File: src/rtl/ddc_frame_reader_if.sv
// AXI-Stream sample channel carrying {I,Q} baseband frames out of the DDC frame reader.
interface ddc_frame_reader_if;
  logic        tvalid;
  logic        tready;
  logic [31:0] tdata;
  logic        tlast;

  modport master (output tvalid, output tdata, output tlast, input tready);
  modport slave  (input tvalid, input tdata, input tlast, output tready);
endinterface

File: src/rtl/ddc_frame_reader.sv
// Follows the DDC ring write pointer, reads whole frames from the ring RAM and
// streams them out over AXI-Stream with tlast on the final sample of each frame.
//
// state  | meaning
// IDLE   | stopped, waiting for enb
// ARM    | one cycle: jump read pointer to the write pointer, dropping stale data
// WAIT   | frame boundary: overflow check, then wait for a full frame of backlog
// READ   | issuing the FRAME_LEN reads of the current frame
module ddc_frame_reader #(
  parameter int FRAME_LEN  = 256,
  parameter int RD_LAT     = 2,
  parameter int MAX_ADDR   = 11520,
  parameter int OVF_MARGIN = 256
) (
  input  logic               lbs_clk,
  input  logic               rst,
  input  logic               enb,
  input  logic [13:0]        ddc_conv_waddr,
  output logic [13:0]        lbs_addr,
  input  logic [31:0]        ddc_conv_data,
  ddc_frame_reader_if.master m_axis,
  output logic [15:0]        frame_cnt,
  output logic               ovf_flag,
  input  logic               ovf_clr
);

  typedef enum logic [1:0] {S_IDLE, S_ARM, S_WAIT, S_READ} state_t;

  localparam logic [14:0] RING     = 15'(MAX_ADDR + 1);
  localparam logic [14:0] OVF_TH   = 15'(MAX_ADDR + 1 - OVF_MARGIN);
  localparam logic [14:0] FRAME_W  = 15'(FRAME_LEN);
  localparam logic [12:0] LAST_IDX = 13'(FRAME_LEN - 1);
  localparam logic [13:0] MAX_A    = 14'(MAX_ADDR);

  state_t          state, state_nxt;
  logic [13:0]     raddr;
  logic [12:0]     issue_idx;
  logic [14:0]     avail;
  logic [RD_LAT:0] pipe_v, pipe_l;
  logic [32:0]     fifo_mem [4];
  logic [1:0]      wr_ptr, rd_ptr;
  logic [2:0]      fifo_count;
  logic [2:0]      inflight;
  logic [3:0]      occ;
  logic            push, pop, issue, issue_ok, resync, set_ovf, start_frame;

  always_comb begin
    if (ddc_conv_waddr >= raddr) avail = {1'b0, ddc_conv_waddr} - {1'b0, raddr};
    else                         avail = {1'b0, ddc_conv_waddr} + RING - {1'b0, raddr};
  end

  always_comb begin
    inflight = '0;
    for (int i = 0; i <= RD_LAT; i++) inflight = inflight + {2'b0, pipe_v[i]};
  end

  // A beat leaving this cycle frees its slot, so credit it to keep one sample/cycle.
  assign push     = pipe_v[RD_LAT];
  assign pop      = m_axis.tvalid & m_axis.tready;
  assign occ      = {1'b0, fifo_count} + {1'b0, inflight} - {3'b0, pop};
  assign issue_ok = (occ < 4'd4);

  always_comb begin
    state_nxt   = state;
    issue       = 1'b0;
    resync      = 1'b0;
    set_ovf     = 1'b0;
    start_frame = 1'b0;
    case (state)
      S_IDLE: if (enb) state_nxt = S_ARM;
      S_ARM: begin
        resync    = 1'b1;
        state_nxt = S_WAIT;
      end
      S_WAIT: begin
        if (!enb) begin
          state_nxt = S_IDLE;
        end else if (avail > OVF_TH) begin
          set_ovf = 1'b1;
          resync  = 1'b1;
        end else if (avail >= FRAME_W) begin
          start_frame = 1'b1;
          state_nxt   = S_READ;
        end
      end
      S_READ: begin
        if (issue_ok) begin
          issue = 1'b1;
          if (issue_idx == LAST_IDX) state_nxt = S_WAIT;
        end
      end
      default: state_nxt = S_IDLE;
    endcase
  end

  always_ff @(posedge lbs_clk) begin
    if (rst) begin
      state     <= S_IDLE;
      raddr     <= '0;
      lbs_addr  <= '0;
      issue_idx <= '0;
      pipe_v    <= '0;
      pipe_l    <= '0;
      ovf_flag  <= 1'b0;
      frame_cnt <= '0;
    end else begin
      state <= state_nxt;
      if (resync)     raddr <= ddc_conv_waddr;
      else if (issue) raddr <= (raddr == MAX_A) ? 14'd0 : raddr + 14'd1;
      if (issue) lbs_addr <= raddr;
      if (start_frame) issue_idx <= '0;
      else if (issue)  issue_idx <= issue_idx + 13'd1;
      pipe_v <= {pipe_v[RD_LAT-1:0], issue};
      pipe_l <= {pipe_l[RD_LAT-1:0], issue && (issue_idx == LAST_IDX)};
      if (set_ovf)      ovf_flag <= 1'b1;
      else if (ovf_clr) ovf_flag <= 1'b0;
      if (pop && m_axis.tlast) frame_cnt <= frame_cnt + 16'd1;
    end
  end

  always_ff @(posedge lbs_clk) begin
    if (rst) begin
      wr_ptr     <= '0;
      rd_ptr     <= '0;
      fifo_count <= '0;
    end else begin
      if (push) wr_ptr <= wr_ptr + 2'd1;
      if (pop)  rd_ptr <= rd_ptr + 2'd1;
      case ({push, pop})
        2'b10:   fifo_count <= fifo_count + 3'd1;
        2'b01:   fifo_count <= fifo_count - 3'd1;
        default: fifo_count <= fifo_count;
      endcase
    end
  end

  always_ff @(posedge lbs_clk) begin
    if (push) fifo_mem[wr_ptr] <= {pipe_l[RD_LAT], ddc_conv_data};
  end

  assign m_axis.tvalid = (fifo_count != 3'd0);
  assign m_axis.tdata  = m_axis.tvalid ? fifo_mem[rd_ptr][31:0] : 32'd0;
  assign m_axis.tlast  = m_axis.tvalid & fifo_mem[rd_ptr][32];

endmodule

File: src/flat_wrapper.sv
// flat-port wrapper written by rule: the top's interface ports become plain ports
module ddc_frame_reader_flat 
#(
  parameter int FRAME_LEN  = 256,
  parameter int RD_LAT     = 2,
  parameter int MAX_ADDR   = 11520,
  parameter int OVF_MARGIN = 256
)
  (lbs_clk, rst, enb, ddc_conv_waddr, lbs_addr, ddc_conv_data, frame_cnt, ovf_flag, ovf_clr, m_axis_tvalid, m_axis_tdata, m_axis_tlast, m_axis_tready);
  ddc_frame_reader_if m_axis_i ();
  input  logic lbs_clk;
  input  logic rst;
  input  logic enb;
  input  logic [13:0] ddc_conv_waddr;
  output logic [13:0] lbs_addr;
  input  logic [31:0] ddc_conv_data;
  output logic [15:0] frame_cnt;
  output logic ovf_flag;
  input  logic ovf_clr;
  output wire logic [$bits(m_axis_i.tvalid)-1:0] m_axis_tvalid;
  output wire logic [$bits(m_axis_i.tdata)-1:0] m_axis_tdata;
  output wire logic [$bits(m_axis_i.tlast)-1:0] m_axis_tlast;
  input wire logic [$bits(m_axis_i.tready)-1:0] m_axis_tready;
  assign m_axis_tvalid = m_axis_i.tvalid;
  assign m_axis_tdata = m_axis_i.tdata;
  assign m_axis_tlast = m_axis_i.tlast;
  assign m_axis_i.tready = m_axis_tready;
  ddc_frame_reader #(.FRAME_LEN(FRAME_LEN), .RD_LAT(RD_LAT), .MAX_ADDR(MAX_ADDR), .OVF_MARGIN(OVF_MARGIN)) u_core (.lbs_clk(lbs_clk), .rst(rst), .enb(enb), .ddc_conv_waddr(ddc_conv_waddr), .lbs_addr(lbs_addr), .ddc_conv_data(ddc_conv_data), .m_axis(m_axis_i), .frame_cnt(frame_cnt), .ovf_flag(ovf_flag), .ovf_clr(ovf_clr));
endmodule
File: config.mk
export PLATFORM = sky130hd
export DESIGN_NAME = ddc_frame_reader_flat
export DESIGN_NICKNAME = d
export VERILOG_FILES = /design/src/rtl/ddc_frame_reader_if.sv /design/src/rtl/ddc_frame_reader.sv /design/src/flat_wrapper.sv
export SDC_FILE = /design/constraint.sdc
export NUM_CORES = 1
export LEC_CHECK = 0
export ABC_AREA = 1
export BUFFER_PORTS_ARGS = -buffer_cell sky130_fd_sc_hd__buf_2
export CELL_PAD_IN_SITES_DETAIL_PLACEMENT = 0
export CELL_PAD_IN_SITES_GLOBAL_PLACEMENT = 1
export CORE_MARGIN = 4
export CORE_UTILIZATION = 40
export DETAILED_ROUTE_END_ITERATION = 7
export GPL_TIMING_DRIVEN = 0
export PLACE_DENSITY = 0.85
export SLEW_MARGIN = 10
export SYNTH_ARGS = -nofsm -noshare
export SYNTH_HDL_FRONTEND = slang
export SYNTH_SLANG_ARGS = --single-unit
File: constraint.sdc
create_clock -name lbs_clk -period 3.5 [get_ports lbs_clk]
set_input_delay 0.525 -clock lbs_clk [delete_from_list [all_inputs] [get_ports lbs_clk]]
set_output_delay 0.525 -clock lbs_clk [all_outputs]
set_load 0.02 [all_outputs]
==> results.md <==
* Status: finished, final reports clean
* Max-cap violations at 0
* Net Sw Power at 4.03 mW
* Combinational power share at 46.6%
* Initial antenna violation count at 2
* P per Cell Area at 744 nW/µm²
* Post-synthesis mux area share at 0%
* Power Total at 9.67 mW
* Routed via count at 8800
* Die height at 174 µm
* Num CTS Buffers at 22
* Sequential fraction of the synthesis area at 49.6%
* Internal power at 5.64 mW
* Inserted Diodes at 0
* Mean Syn Cell Area at 8.72 µm²
* Yosys synthesis warning count at 0
* FILL cells at 2581
* CTS tree: yes
* CTS root buf: clkbuf_16
* Post-synthesis net count at 1380
* Skew final at 0.00657 ns
* Layout cell share with drive strength beyond 1 at 20.3%
* DRC Markers at 0
* ANT nets after route at 0
* Fmax achieved at 0.305 GHz
* Largest net degree at the start of global routing at 34
* Overflow left after global routing at 0
* Sw frac at 41.7%
* Top Ports at 116
* Tcrit/Tclk final at 93.7%
* Endpoints failing hold at 0
* Asr flop ratio synth at 0%
* Clock network power share at 22.8%
* Largest family of logic cells by synthesized area: simple AND/OR/NAND/NOR gates
* Number of global-route vias before repair at 8295
* Crit path time final at 3.28 ns
* PortBufs at 115
* # nets final at 1529
* Number of enable flip-flop cells after synthesis at 132
* H-tree depth at 1
* Total wire length at 26400 µm
* GPL Wtd Cong at 0.868
* Pin slew with the least headroom to its limit at 0.832 ns
* Core area at 27000 µm²
* Startpoint types: register
* Vias/cell at 4.97
* Most common cell after layout, fill and taps aside: nor2_1
* Post-Synth XOR/XNOR Area at 1.03%
* Clock slew at reported path FFs at 0.06 ns
* Synth Area in Adders at 8.25%
* Site row count at 60
* HP Class: input pin to register
* Hold_buf cts at 0
* Leakage power at 5.41 nW
* Synth Area in Compound Gates at 10.9%
* Synth cell types at 48
* Clock Latency Late Sink at 0.51 ns
* Syn Inst Count at 1263
* Sequential power share at 30.5%
* Setup_tns at 0 ns
* Post-Synth Simple-Gate Area at 23.1%
* Final setup viols at 0
* Die Wd at 174 µm
* Max_slew headroom at 44.5%
* WP data arrival at 3.64 ns
* Synth Cell Area at 11000 µm²
* First-pass iteration count of the detailed router at 7
* First-pass GRT wire length at 42000 µm
* Die area at 30200 µm²
* Fin. max-slew vios at 0
* Most used DFF post-synth: edfxtp_1
* Synth Register Bits at 207
* Non-Filler Instances at 1769
* Initial core utilization at 40.7%
* Crit Path Class: register to register
* Most frequent cells in the layout: nor2_1, nand2_1, edfxtp_1, inv_1, buf_2
* First-iteration detailed-routing DRC count at 532
* HPWL Detailed at 19200 µm
* Tot GR Track Use at 16.8%
* Dpl cells at 1719
* Worst Setup End Kind: register
* VDD IR-drop max at 0.499 mV
* CTS Buffer Depth at 3
* Crit-path max FO at 10
* CTS sink cnt at 207
* Area Overhead vs Synth at 18.1%
* WL per Instance at 15.0 µm
* Worst endpoint required time at 3.86 ns
==> cells by family (layout without fill, tap and decap cells) <==
| group | Yosys count | after routing |
|---|---|---|
| AOI/OAI and AO/OA | 220 | 220 |
| xor gates and xnor gates | 13 | 13 |
| adders and majority gates | 66 | 66 |
| buffers and inverters | 193 | 357 |
| DFF | 207 | 207 |
| and+or+nand+nor | 564 | 565 |
==> metrics by stage <==
| stage | setup WS, ns | area (µm²) | utilization [%] | hold slack [ns] |
|---|---|---|---|---|
| 6_report | 0.221 | 13000 | 48.1 | 0.235 |
| 3_5_place_dp | -0.773 | 12000 | 44.4 | 0.397 |
| 3_3_place_gp | -0.737 | 12000 | 44.4 | 0.394 |
| 2_1_floorplan | 0.0163 | 11000 | - | 0.388 |
| 4_1_cts | 0.00702 | 12700 | 47.2 | 0.220 |
| 5_1_grt | -0.0227 | 13000 | 48.1 | 0.227 |
==> per-layer routing <==
layer	vias to the layer above	track usage [%]	wire length, µm
met5	-	0	21
met2	192	28.9	12600
met4	4	3.56	464
li1	4502	-	-
met1	4064	22.3	12100
met3	38	2.83	1300
==> Yosys cell counts (2+ instances only) <==
| master | count | area, µm² |
|---|---|---|
| a21boi_0 | 2 | 15.0 |
| a21oi_1 | 82 | 410 |
| a21oi_2 | 13 | 114 |
| a31o_2 | 2 | 17.5 |
| a31oi_1 | 3 | 18.8 |
| buf_1 | 11 | 41.3 |
| buf_2 | 4 | 20.0 |
| buf_6 | 3 | 33.8 |
| clkbuf_1 | 23 | 86.3 |
| dfxtp_1 | 75 | 1500 |
| edfxtp_1 | 132 | 3960 |
| fa_1 | 11 | 220 |
| ha_1 | 55 | 688 |
| inv_1 | 144 | 541 |
| inv_2 | 5 | 18.8 |
| nand2_1 | 201 | 754 |
| nand2_2 | 10 | 62.6 |
| nand2_4 | 3 | 33.8 |
| nand2_8 | 2 | 40.0 |
| nand3_1 | 74 | 370 |
| nand3_2 | 16 | 160 |
| nand3b_1 | 3 | 22.5 |
| nand4_1 | 8 | 50.1 |
| nor2_1 | 203 | 762 |
| nor2_2 | 4 | 25.0 |
| nor2_4 | 2 | 22.5 |
| nor3_1 | 20 | 100 |
| nor3_2 | 2 | 20.0 |
| nor3b_1 | 7 | 52.6 |
| nor4_1 | 2 | 12.5 |
| o211ai_1 | 4 | 30.0 |
| o21ai_0 | 101 | 505 |
| o21ai_1 | 4 | 20.0 |
| o21bai_1 | 3 | 22.5 |
| or2_2 | 5 | 31.3 |
| xnor2_1 | 4 | 35.0 |
| xor2_1 | 9 | 78.8 |
==> timing repair <==
action,4_1_cts,5_1_grt
pin swaps,2,18
resized for setup,9,64
gates cloned,0,1
setup buffers,2,7
endpoints found under the setup margin,43,42
==> state kept, by name, summed over array words and instances (netlist names), named ones only <==
| register | count |
|---|---|
| u_core.fifo_mem | 132 |
| u_core.lbs_addr | 14 |
| u_core.wr_ptr | 2 |
| u_core.frame_cnt | 16 |
| u_core.issue_idx | 13 |
| u_core.fifo_count | 3 |
| u_core.state | 2 |
| u_core.ovf_flag | 1 |
| u_core.raddr | 14 |
| u_core.pipe_v | 3 |
| u_core.rd_ptr | 2 |
| u_core.pipe_l | 3 |
==> worst max-delay path: stages, from the launching register on <==
cell	delay (ns)
dfxtp_4	0.37
inv_2	0.11
ha_4	0.14
inv_1	0.07
fa_2	0.63
inv_1	0.10
nand2_1	0.09
inv_1	0.05
nand2_2	0.07
nand2_2	0.05
nand2_1	0.08
nand2_1	0.12
nand2_1	0.11
nand3b_1	0.08
nand3_1	0.11
a21boi_2	0.21
nand2_4	0.10
nand2_4	0.11
nand2_8	0.09
nand2_8	0.12
buf_12	0.14
nand2_1	0.05
nand2_1	0.07
a21oi_2	0.05
==> power by group through the flow <==
stage,registers (mW),logic (mW),clock network (mW)
3_5_place_dp,2.97,4.20,0
6_report,2.95,4.51,2.21
4_1_cts,2.93,4.26,2.26
5_1_grt,2.98,5.04,2.35
3_3_place_gp,2.97,4.16,0
2_1_floorplan,2.97,3.04,0
==> cell type report <==
class	count	area (µm²)	area share (%)
inverter	150	563	4.33
multi-input combinational	864	4960	38.1
clock inverter	10	77.6	0.597
timing repair buffer	124	643	4.95
buffer	43	225	1.73
sequential	207	5490	42.2
tap	341	427	3.28
clock buffer	30	621	4.77
==> worst paths after layout <==
check | from | to | slack (ns) | cells after the start
worst max-delay path | u_core.raddr[3]$_SDFFE_PP0P_ | u_core.raddr[10]$_SDFFE_PP0P_ | 0.22 | 23
worst min-delay path | ddc_conv_data[9] | u_core.fifo_mem[0][9]$_DFFE_PP_ | 0.23 | 1
worst max register to register | u_core.raddr[3]$_SDFFE_PP0P_ | u_core.raddr[10]$_SDFFE_PP0P_ | 0.22 | 23
worst min register to register | u_core.pipe_l[0]$_SDFF_PP0_ | u_core.pipe_l[1]$_SDFF_PP0_ | 0.40 | 2
(Power assumes the default switching activity.)
